<file path="src/rtl/block_transfer_sequencer.sv">
// Job sequencer for the block load/store decoder: loads blocks A..H, kicks the
// compute engine, waits for it, then stores result blocks J..M.
module block_transfer_sequencer #(
    parameter int ADDR_WIDTH   = 32,
    parameter int BLOCK_STRIDE = 4
) (
    input  logic                  clk,
    input  logic                  reset,
    input  logic                  start,
    input  logic [ADDR_WIDTH-1:0] src_base,
    input  logic [ADDR_WIDTH-1:0] dst_base,
    input  logic                  mem_ready,
    input  logic                  compute_done,
    output logic [4:0]            command,
    output logic                  cmd_valid,
    output logic [ADDR_WIDTH-1:0] mem_addr,
    output logic                  compute_start,
    output logic                  busy,
    output logic                  done
);

    typedef enum logic [2:0] {
        S_IDLE,
        S_LOAD,
        S_CSTART,
        S_WAIT,
        S_STORE,
        S_DONE
    } state_t;

    localparam logic [4:0] CMD_NOP = 5'b10000;

    state_t                state_q, state_d;
    logic [2:0]            idx_q, idx_d;
    logic [ADDR_WIDTH-1:0] srcBase_q, srcBase_d;
    logic [ADDR_WIDTH-1:0] dstBase_q, dstBase_d;
    logic [ADDR_WIDTH-1:0] blockOffset;

    always_ff @(posedge clk) begin
        if (reset) begin
            state_q   <= S_IDLE;
            idx_q     <= 3'd0;
            srcBase_q <= '0;
            dstBase_q <= '0;
        end else begin
            state_q   <= state_d;
            idx_q     <= idx_d;
            srcBase_q <= srcBase_d;
            dstBase_q <= dstBase_d;
        end
    end

    // A block index only advances on a memory accept, so a stall re-presents the same block.
    always_comb begin
        state_d   = state_q;
        idx_d     = idx_q;
        srcBase_d = srcBase_q;
        dstBase_d = dstBase_q;
        case (state_q)
            S_IDLE: begin
                if (start) begin
                    srcBase_d = src_base;
                    dstBase_d = dst_base;
                    idx_d     = 3'd0;
                    state_d   = S_LOAD;
                end
            end
            S_LOAD: begin
                if (mem_ready) begin
                    if (idx_q == 3'd7) begin
                        idx_d   = 3'd0;
                        state_d = S_CSTART;
                    end else begin
                        idx_d = idx_q + 3'd1;
                    end
                end
            end
            S_CSTART: state_d = S_WAIT;
            S_WAIT: begin
                if (compute_done) begin
                    idx_d   = 3'd0;
                    state_d = S_STORE;
                end
            end
            S_STORE: begin
                if (mem_ready) begin
                    if (idx_q == 3'd3) begin
                        idx_d   = 3'd0;
                        state_d = S_DONE;
                    end else begin
                        idx_d = idx_q + 3'd1;
                    end
                end
            end
            S_DONE:  state_d = S_IDLE;
            default: state_d = S_IDLE;
        endcase
    end

    assign blockOffset = ADDR_WIDTH'(idx_q) * ADDR_WIDTH'(BLOCK_STRIDE);

    // Moore outputs: decoded from registered state and index only.
    always_comb begin
        command       = CMD_NOP;
        cmd_valid     = 1'b0;
        mem_addr      = '0;
        compute_start = 1'b0;
        done          = 1'b0;
        busy          = (state_q != S_IDLE);
        case (state_q)
            S_LOAD: begin
                command   = {2'b00, idx_q};
                cmd_valid = 1'b1;
                mem_addr  = srcBase_q + blockOffset;
            end
            S_STORE: begin
                command   = {3'b010, idx_q[1:0]};
                cmd_valid = 1'b1;
                mem_addr  = dstBase_q + blockOffset;
            end
            S_CSTART: compute_start = 1'b1;
            S_DONE:   done          = 1'b1;
            default: ;
        endcase
    end

endmodule

</file>
<file path="config.mk">
export PLATFORM = sky130hd
export DESIGN_NAME = block_transfer_sequencer
export DESIGN_NICKNAME = d
export VERILOG_FILES = /design/src/rtl/block_transfer_sequencer.sv
export SDC_FILE = /design/constraint.sdc
export NUM_CORES = 1
export LEC_CHECK = 0
export CORE_MARGIN = 2
export CORE_UTILIZATION = 50
export DETAILED_ROUTE_END_ITERATION = 8
export PLACE_DENSITY = 0.85
export SLEW_MARGIN = 10
export SYNTH_ARGS = -nofsm -noshare
export SYNTH_HDL_FRONTEND = slang
export SYNTH_SLANG_ARGS = --single-unit
export TNS_END_PERCENT = 5
</file>
<file path="constraint.sdc">
create_clock -name clk -period 5.2 [get_ports clk]
set_clock_uncertainty 0.1 [all_clocks]
set_input_delay 1.04 -clock clk [delete_from_list [all_inputs] [get_ports clk]]
set_output_delay 1.04 -clock clk [all_outputs]
set_load 0.01 [all_outputs]
</file>
==> metrics.md <==
| Metric | Value |
|---|---|
| Die height | 96.49 µm |
| I/O pins | 110 |
| Total Nets Final | 744 |
| Worst-path clk slew | 0.07 ns |
| Yosys warns | 0 |
| Ys flop type | dfxtp_1 |
| Vias post-DR | 4,583 |
| HPWL after DPL | 8.703 mm |
| Final Power | 1.408 mW |
| Post-synth EDFFs | 0 |
| DR pass1 iterations | 5 |
| Clock tree buffer depth | 2 |
| Critical path type | reg -> out |
| Remaining antenna violation count | 0 |
| Clock Sinks | 70 |
| Fin. max-slew vios | 0 |
| Crit end category | output port |
| Antenna diodes | 0 |
| Worst Hold Class | reg -> reg |
| Vias in the first global route | 4,265 |
| Clk pwr share | 35.1% |
| Startpoint types | register |
| Cell Area, Synth | 4277 µm² |
| Maximum clock rate | 199.2 MHz |
| Post-CTS setup buffer count | 0 |
| Status | completed |
| Fillcell total | 704 |
| CTS tree | built |
| Crit path required time | 4.06 ns |
| Post-Syn Instances | 581 |
| Initial core utilization | 51.79% |
| Die W | 96.49 µm |
| Core ar. | 8258 µm² |
| CP arrival | 3.88 ns |
| IO buf count | 109 |
| Largest net degree at the start of global routing | 71 |
| Net Count, Synth | 659 |
| Total die area | 9309 µm² |
| Register area share after synthesis | 32.77% |
| Slew Limit Headroom | 22.04% |
| Power Internal | 0.9957 mW |
| Total grt overflow | 0 |
| Sum Neg Setup Slack | 0 ns |
| Flop pwr share | 44.8% |
| Pre-CTS WS | 0.4931 ns |
| Maxcap violations | 0 |
| Post-synthesis register bit count | 70 |
| WL final | 12.24 mm |
| Post-route clock period utilization | 96.55% |
| Drt wl/cell | 15.77 µm |
| Final setup fails | 0 |
| CP max-delay cell | clkdlybuf4s50_1 |
| First-pass GRT wire length | 19.71 mm |
| Drt drc | 0 |
| Sw power | 0.4119 mW |
| Crit path buffers/inverters | 3 |
| Async set or reset register ratio after synthesis | 0% |
| Layout cells sized above 1 | 7.004% |
| DRT iter0 DRCs | 267 |
| Commonest cells after routing, fill and taps aside | nand2_1, clkdlybuf4s50_1, a21oi_1 |
| CP Max Fanout | 12 |
| Vias/cell | 5.906 |
| Layout Utilization | 67.59% |
| Placed Instances | 760 |
| CTS buffer count | 9 |
| # rows | 33 |
| RSZ-0062 raised after global routing | false |
| Sw Ratio | 29.26% |
| Final Critical Period | 5.021 ns |
| Final Hold Fails | 0 |
| H-Tree Depth | 3 |
| Initial antenna violation count | 0 |
| Most common cell after layout, fill and taps aside | nand2_1 |
| Combinational share of power | 20.1% |
| Maximum VDD drop | 182.0 µV |
| Fin cells | 776 |
| Area Overhead vs Synth | 30.51% |
| Worst-Margin Slew | 1.165 ns |
| PwrDens | 252.2 nW/µm² |
| Root buf cell | clkbuf_8 |
| Final WS setup | 0.1794 ns |
| Total track usage | 26.96% |
| Cell variety after synth | 65 |
| GPL Wtd Cong | 0.9182 |
| Top cell family by delay on the critical path | simple AND/OR/NAND/NOR gates |
| Leak | 2.018 nW |
| Post-synthesis area per instance | 7.361 µm² |
| Worst path max stage delay | 0.57 ns |
| Crit-path cells | or3b_2 -> inv_2 -> nand2_1 -> nand2_1 -> ha_1 -> inv_1 -> fa_1 -> nor2b_1 -> or2_2 -> o221ai_2 -> o31a_1 -> nor3_1 -> clkdlybuf4s50_1 |
| Clock Latency Late Sink | 0.35 ns |
| Most used cell, CP | nand2_1 |
==> metrics by stage <==
stage	cell area, µm²	hold WS, ns
2_1_floorplan	4277	0.3360
3_3_place_gp	5351	0.3444
3_5_place_dp	5351	0.3514
4_1_cts	5574	0.3627
5_1_grt	5582	0.3941
6_report	5582	0.3627
==> sequential cells by signal (all words and copies together) (netlist names) <==
name,count
dstBase_q,32
srcBase_q,32
idx_q,3
state_q,3
==> power groups by stage <==
stage	sequential [mW]	combinational, mW	clock (mW)
2_1_floorplan	0.622	0.169	0
3_3_place_gp	0.637	0.272	0
3_5_place_dp	0.640	0.281	0
4_1_cts	0.628	0.283	0.499
5_1_grt	0.637	0.311	0.525
6_report	0.631	0.283	0.494
==> Yosys cell counts, types with 4 or more instances <==
library cell | number | area [µm²]
and3_1 | 7 | 43.79
clkbuf_1 | 29 | 108.9
and4_1 | 5 | 43.79
a21oi_1 | 75 | 375.4
nand2_1 | 172 | 645.6
nand4_1 | 10 | 62.56
mux2_2 | 4 | 45.04
nor4_1 | 4 | 25.02
o2111ai_1 | 6 | 52.55
nor2_1 | 26 | 97.59
a211oi_1 | 4 | 30.03
inv_1 | 8 | 30.03
xnor2_1 | 10 | 87.58
xor2_1 | 16 | 140.1
dfxtp_1 | 70 | 1401
nor3_1 | 9 | 45.04
nand3_1 | 23 | 115.1
ha_1 | 8 | 100.1
o22ai_1 | 12 | 75.07
mux2i_1 | 10 | 100.1
==> worst paths after layout <==
check             slack [ns]           end    startpoint  cells past startpoint
setup / recovery        0.18  mem_addr[22]    state_q[2]                     13
hold reg to reg         0.36  dstBase_q[4]  dstBase_q[4]                      2
setup reg to reg        2.67      idx_q[2]    state_q[2]                      6
hold / removal          0.36  dstBase_q[4]  dstBase_q[4]                      2
==> tightest hold or removal path: cells and delay by family, from the launching register on <==
family	cells	cell delay [ns]
AOI/OAI and AO/OA	1	0.05
DFF	1	0.32
and+or+nand+nor	1	0.05
==> area by class of cell <==
| type | count | area [µm²] | share of cell area, % |
|---|---|---|---|
| clock buffers | 11 | 141.4 | 2.533 |
| clock inverters | 5 | 81.33 | 1.457 |
| multi-input cells | 463 | 2671 | 47.86 |
| well taps | 105 | 131.4 | 2.354 |
| inverters | 9 | 33.78 | 0.6052 |
| flip-flops and latches | 70 | 1404 | 25.15 |
| repair buffers | 113 | 1119 | 20.04 |
==> kinds of logic after synthesis <==
kind of cell    synth area share, %
simple gates                  29.55
compound gates                20.71
flops                         32.77
buf+inv                       4.915
xor+xnor                      5.325
mux                           3.920
fa+ha+maj                     2.809
==> per-layer routing <==
metal  track usage, %  wire length, µm
met5                0                0
met3            4.655              777
met4            7.981              216
met2            47.34             6044
met1            33.82             5203
==> repair_timing <==
item / CTS / global route
hold buffers: 0 / 0
gates resized for setup: 0 / 3
endpoints found under the hold margin: 0 / 0
endpoints found under the setup margin: 0 / 15
(Power assumes the default switching activity.)
==> variant: new RTL, same settings <==
Re-encode `state_t` (6 states) as one-hot, 6 bits wide.
--- a/src/rtl/block_transfer_sequencer.sv
+++ b/src/rtl/block_transfer_sequencer.sv
@@ -20,11 +20,11 @@
 );
 
-    typedef enum logic [2:0] {
-        S_IDLE,
-        S_LOAD,
-        S_CSTART,
-        S_WAIT,
-        S_STORE,
-        S_DONE
+    typedef enum logic [5:0] {
+        S_IDLE   = 6'b000001,
+        S_LOAD   = 6'b000010,
+        S_CSTART = 6'b000100,
+        S_WAIT   = 6'b001000,
+        S_STORE  = 6'b010000,
+        S_DONE   = 6'b100000
     } state_t;
 
Behaviour: no difference found for any inputs over 10 cycles, from zero or initial values and one cycle with reset high; not proved beyond that.
==> variant against the original RTL <==
  * Register-to-register slack gained 0.04 ns
  * Wire length is 1.6% lower
  * Core utilization up 1.1 points
  * Worst setup slack got worse by 0.091 ns
  * Count of clock-buffer cells in the layout fell by 1
  * Sequential cell count increased by 3
  * Design area increased by 1.1%
  * Area after synthesis fell by 0.56%
Power is not compared: it rests on default switching activity, and its combinational part moved more than twofold at a synthesized area within 25%.
==> variant: results (changes against the original RTL) <==
WP data arrival 3.97 ns (was 3.88 ns); n_diodes 0 (unchanged); largest net degree at the start of global routing 74 (was 71); HPWL reported at the end of detailed placement 8370 um (was 8700 um); status completed (unchanged); initial antenna violation count 0 (unchanged); syn avg cell area 7.36 um2 (about the same); leakage power between 2 and 2.5 nW; drt total wl 12,000 um (was 12,200 um); filler cell count 645 (was 704); clk_lat worst skew 0.35 ns (about the same); top cells by count, synth nand2_1 (176), a21oi_1 (78), dfxtp_1 (73), clkbuf_1 (28), nor2_1 (26) (was nand2_1 (172), a21oi_1 (75), dfxtp_1 (70), clkbuf_1 (29), nor2_1 (26)); Relative slew margins 23.4% (was 22.0%); ranking of synthesized cells by area dfxtp_1 (34%), nand2_1 (16%), a21oi_1 (9.2%) (was dfxtp_1 (33%), nand2_1 (15%), a21oi_1 (8.8%)); CTS max path bufs 2 (unchanged); CP top delay family simple AND/OR/NAND/NOR gates (unchanged); vias per inst 5.71 (was 5.91); Worst IR Drop VDD about 210 uV; nets 747 (was 744); Synth cell types 60 (was 65); syn nets 655 (was 659); leading registers by flop count dstBase_q (32), srcBase_q (32), state_q (6) (was dstBase_q (32), srcBase_q (32)); cell taking the most area after synthesis dfxtp_1 (unchanged); GP Congestion 0.871 (was 0.918); Via Count 4,455 (was 4,583); Worst-path clk slew 0.07 ns (about the same); post-synthesis sequential area ratio 34.4% (was 32.8%); Max stage delay on crit path approximately 0.56 ns; Post-Place Cells 764 (was 760); dpl cell area 0.00536 mm2 (was 0.00535 mm2); first-pass GRT wire length 19,300 um (was 19,700 um); Max FO, Critical Path 23 (was 12); cell with the largest stage delay on the worst path or4_4 (was clkdlybuf4s50_1); Post-CTS Setup Bufs 0 (unchanged); layout cells sized above 1 7.85% (was 7.00%); vias in the first global route 4,132 (was 4,265); violation count after the first detailed-route iteration 309 (was 267); Synthesis Warnings 0 (unchanged); DRT Pass-1 Iters 5 (unchanged); Post-synth EDFFs 0 (unchanged); Num CTS Buffers 9 (unchanged); port bufs 109 (unchanged); flops & latches, synth 73 (was 70); GRT Total Usage 26.7% (was 27.0%); FFs w/ async S/R, synth 0% (unchanged)
-- variant: cell count changes after synthesis, moves of 6 or more --
cell       change
nand4_1        -6
o2111ai_1      -6
nand3_1        -6
nor3_1         +6
xnor2_1        +6
-- variant: final cells by class --
type                       count  area (um2)  area share (%)
sequential                    73        1460            25.9
tap                          105         131            2.33
multi-input combinational    460        2590            45.9
clock buffer                  10         138            2.44
timing repair buffer         120        1190            21.0
clock inverter                 6         105            1.86
inverter                       6        30.0           0.532
-- variant: kinds of logic after synthesis --
| group | after synthesis | synth area share [%] |
|---|---|---|
| flops | 73 | 34.4 |
| mux | 17 | 4.21 |
| compound gates | 120 | 16.2 |
| xor+xnor | 30 | 6.18 |
| buf+inv | 45 | 5.30 |
| simple gates | 285 | 31.3 |
| fa+ha+maj | 8 | 2.53 |
-- variant: tightest hold or removal path: stages, from the launching register on --
cell	delay [ns]
dfxtp_1	0.32
nand2_1	0.05
a21oi_1	0.05
-- variant: per-layer routing --
layer	share of wire (%)	vias to the layer above	track usage, %
li1	-	2168	-
met3	6.1	22	4.07
met2	49	174	45.3
met4	2.3	0	11.0
met5	0	-	0
met1	42	2091	33.8
-- variant: final timing paths --
kind         slack (ns)  depth (start not counted)    startpoint            to
max                0.09                         15    state_q[0]  mem_addr[22]
min                0.37                          2  srcBase_q[4]  srcBase_q[4]
max reg2reg        2.71                          6    state_q[0]      idx_q[1]
min reg2reg        0.37                          2  srcBase_q[4]  srcBase_q[4]
-- variant: per-stage QoR --
stage               util, %  setup WS [ns]
global route           68.7        -0.0690
global placement       65.2          0.303
finish                 68.7         0.0882
detailed placement     65.2          0.230
floorplan                 -         0.0404
CTS                    68.3         0.0762
-- variant: repair_timing --
action | CTS | global route
hold endpoints to repair | 0 | 0
endpoints found under the setup margin | 6 | 9
pin swaps | 2 | 0
gates resized for setup | 5 | 8
-- variant: report_power, final --
group	switching (mW)	total [mW]	internal, mW
clock	0.210	0.539	0.329
sequential	0.112	0.779	0.668
combinational	0.394	0.659	0.265
total	0.715	1.98	1.26
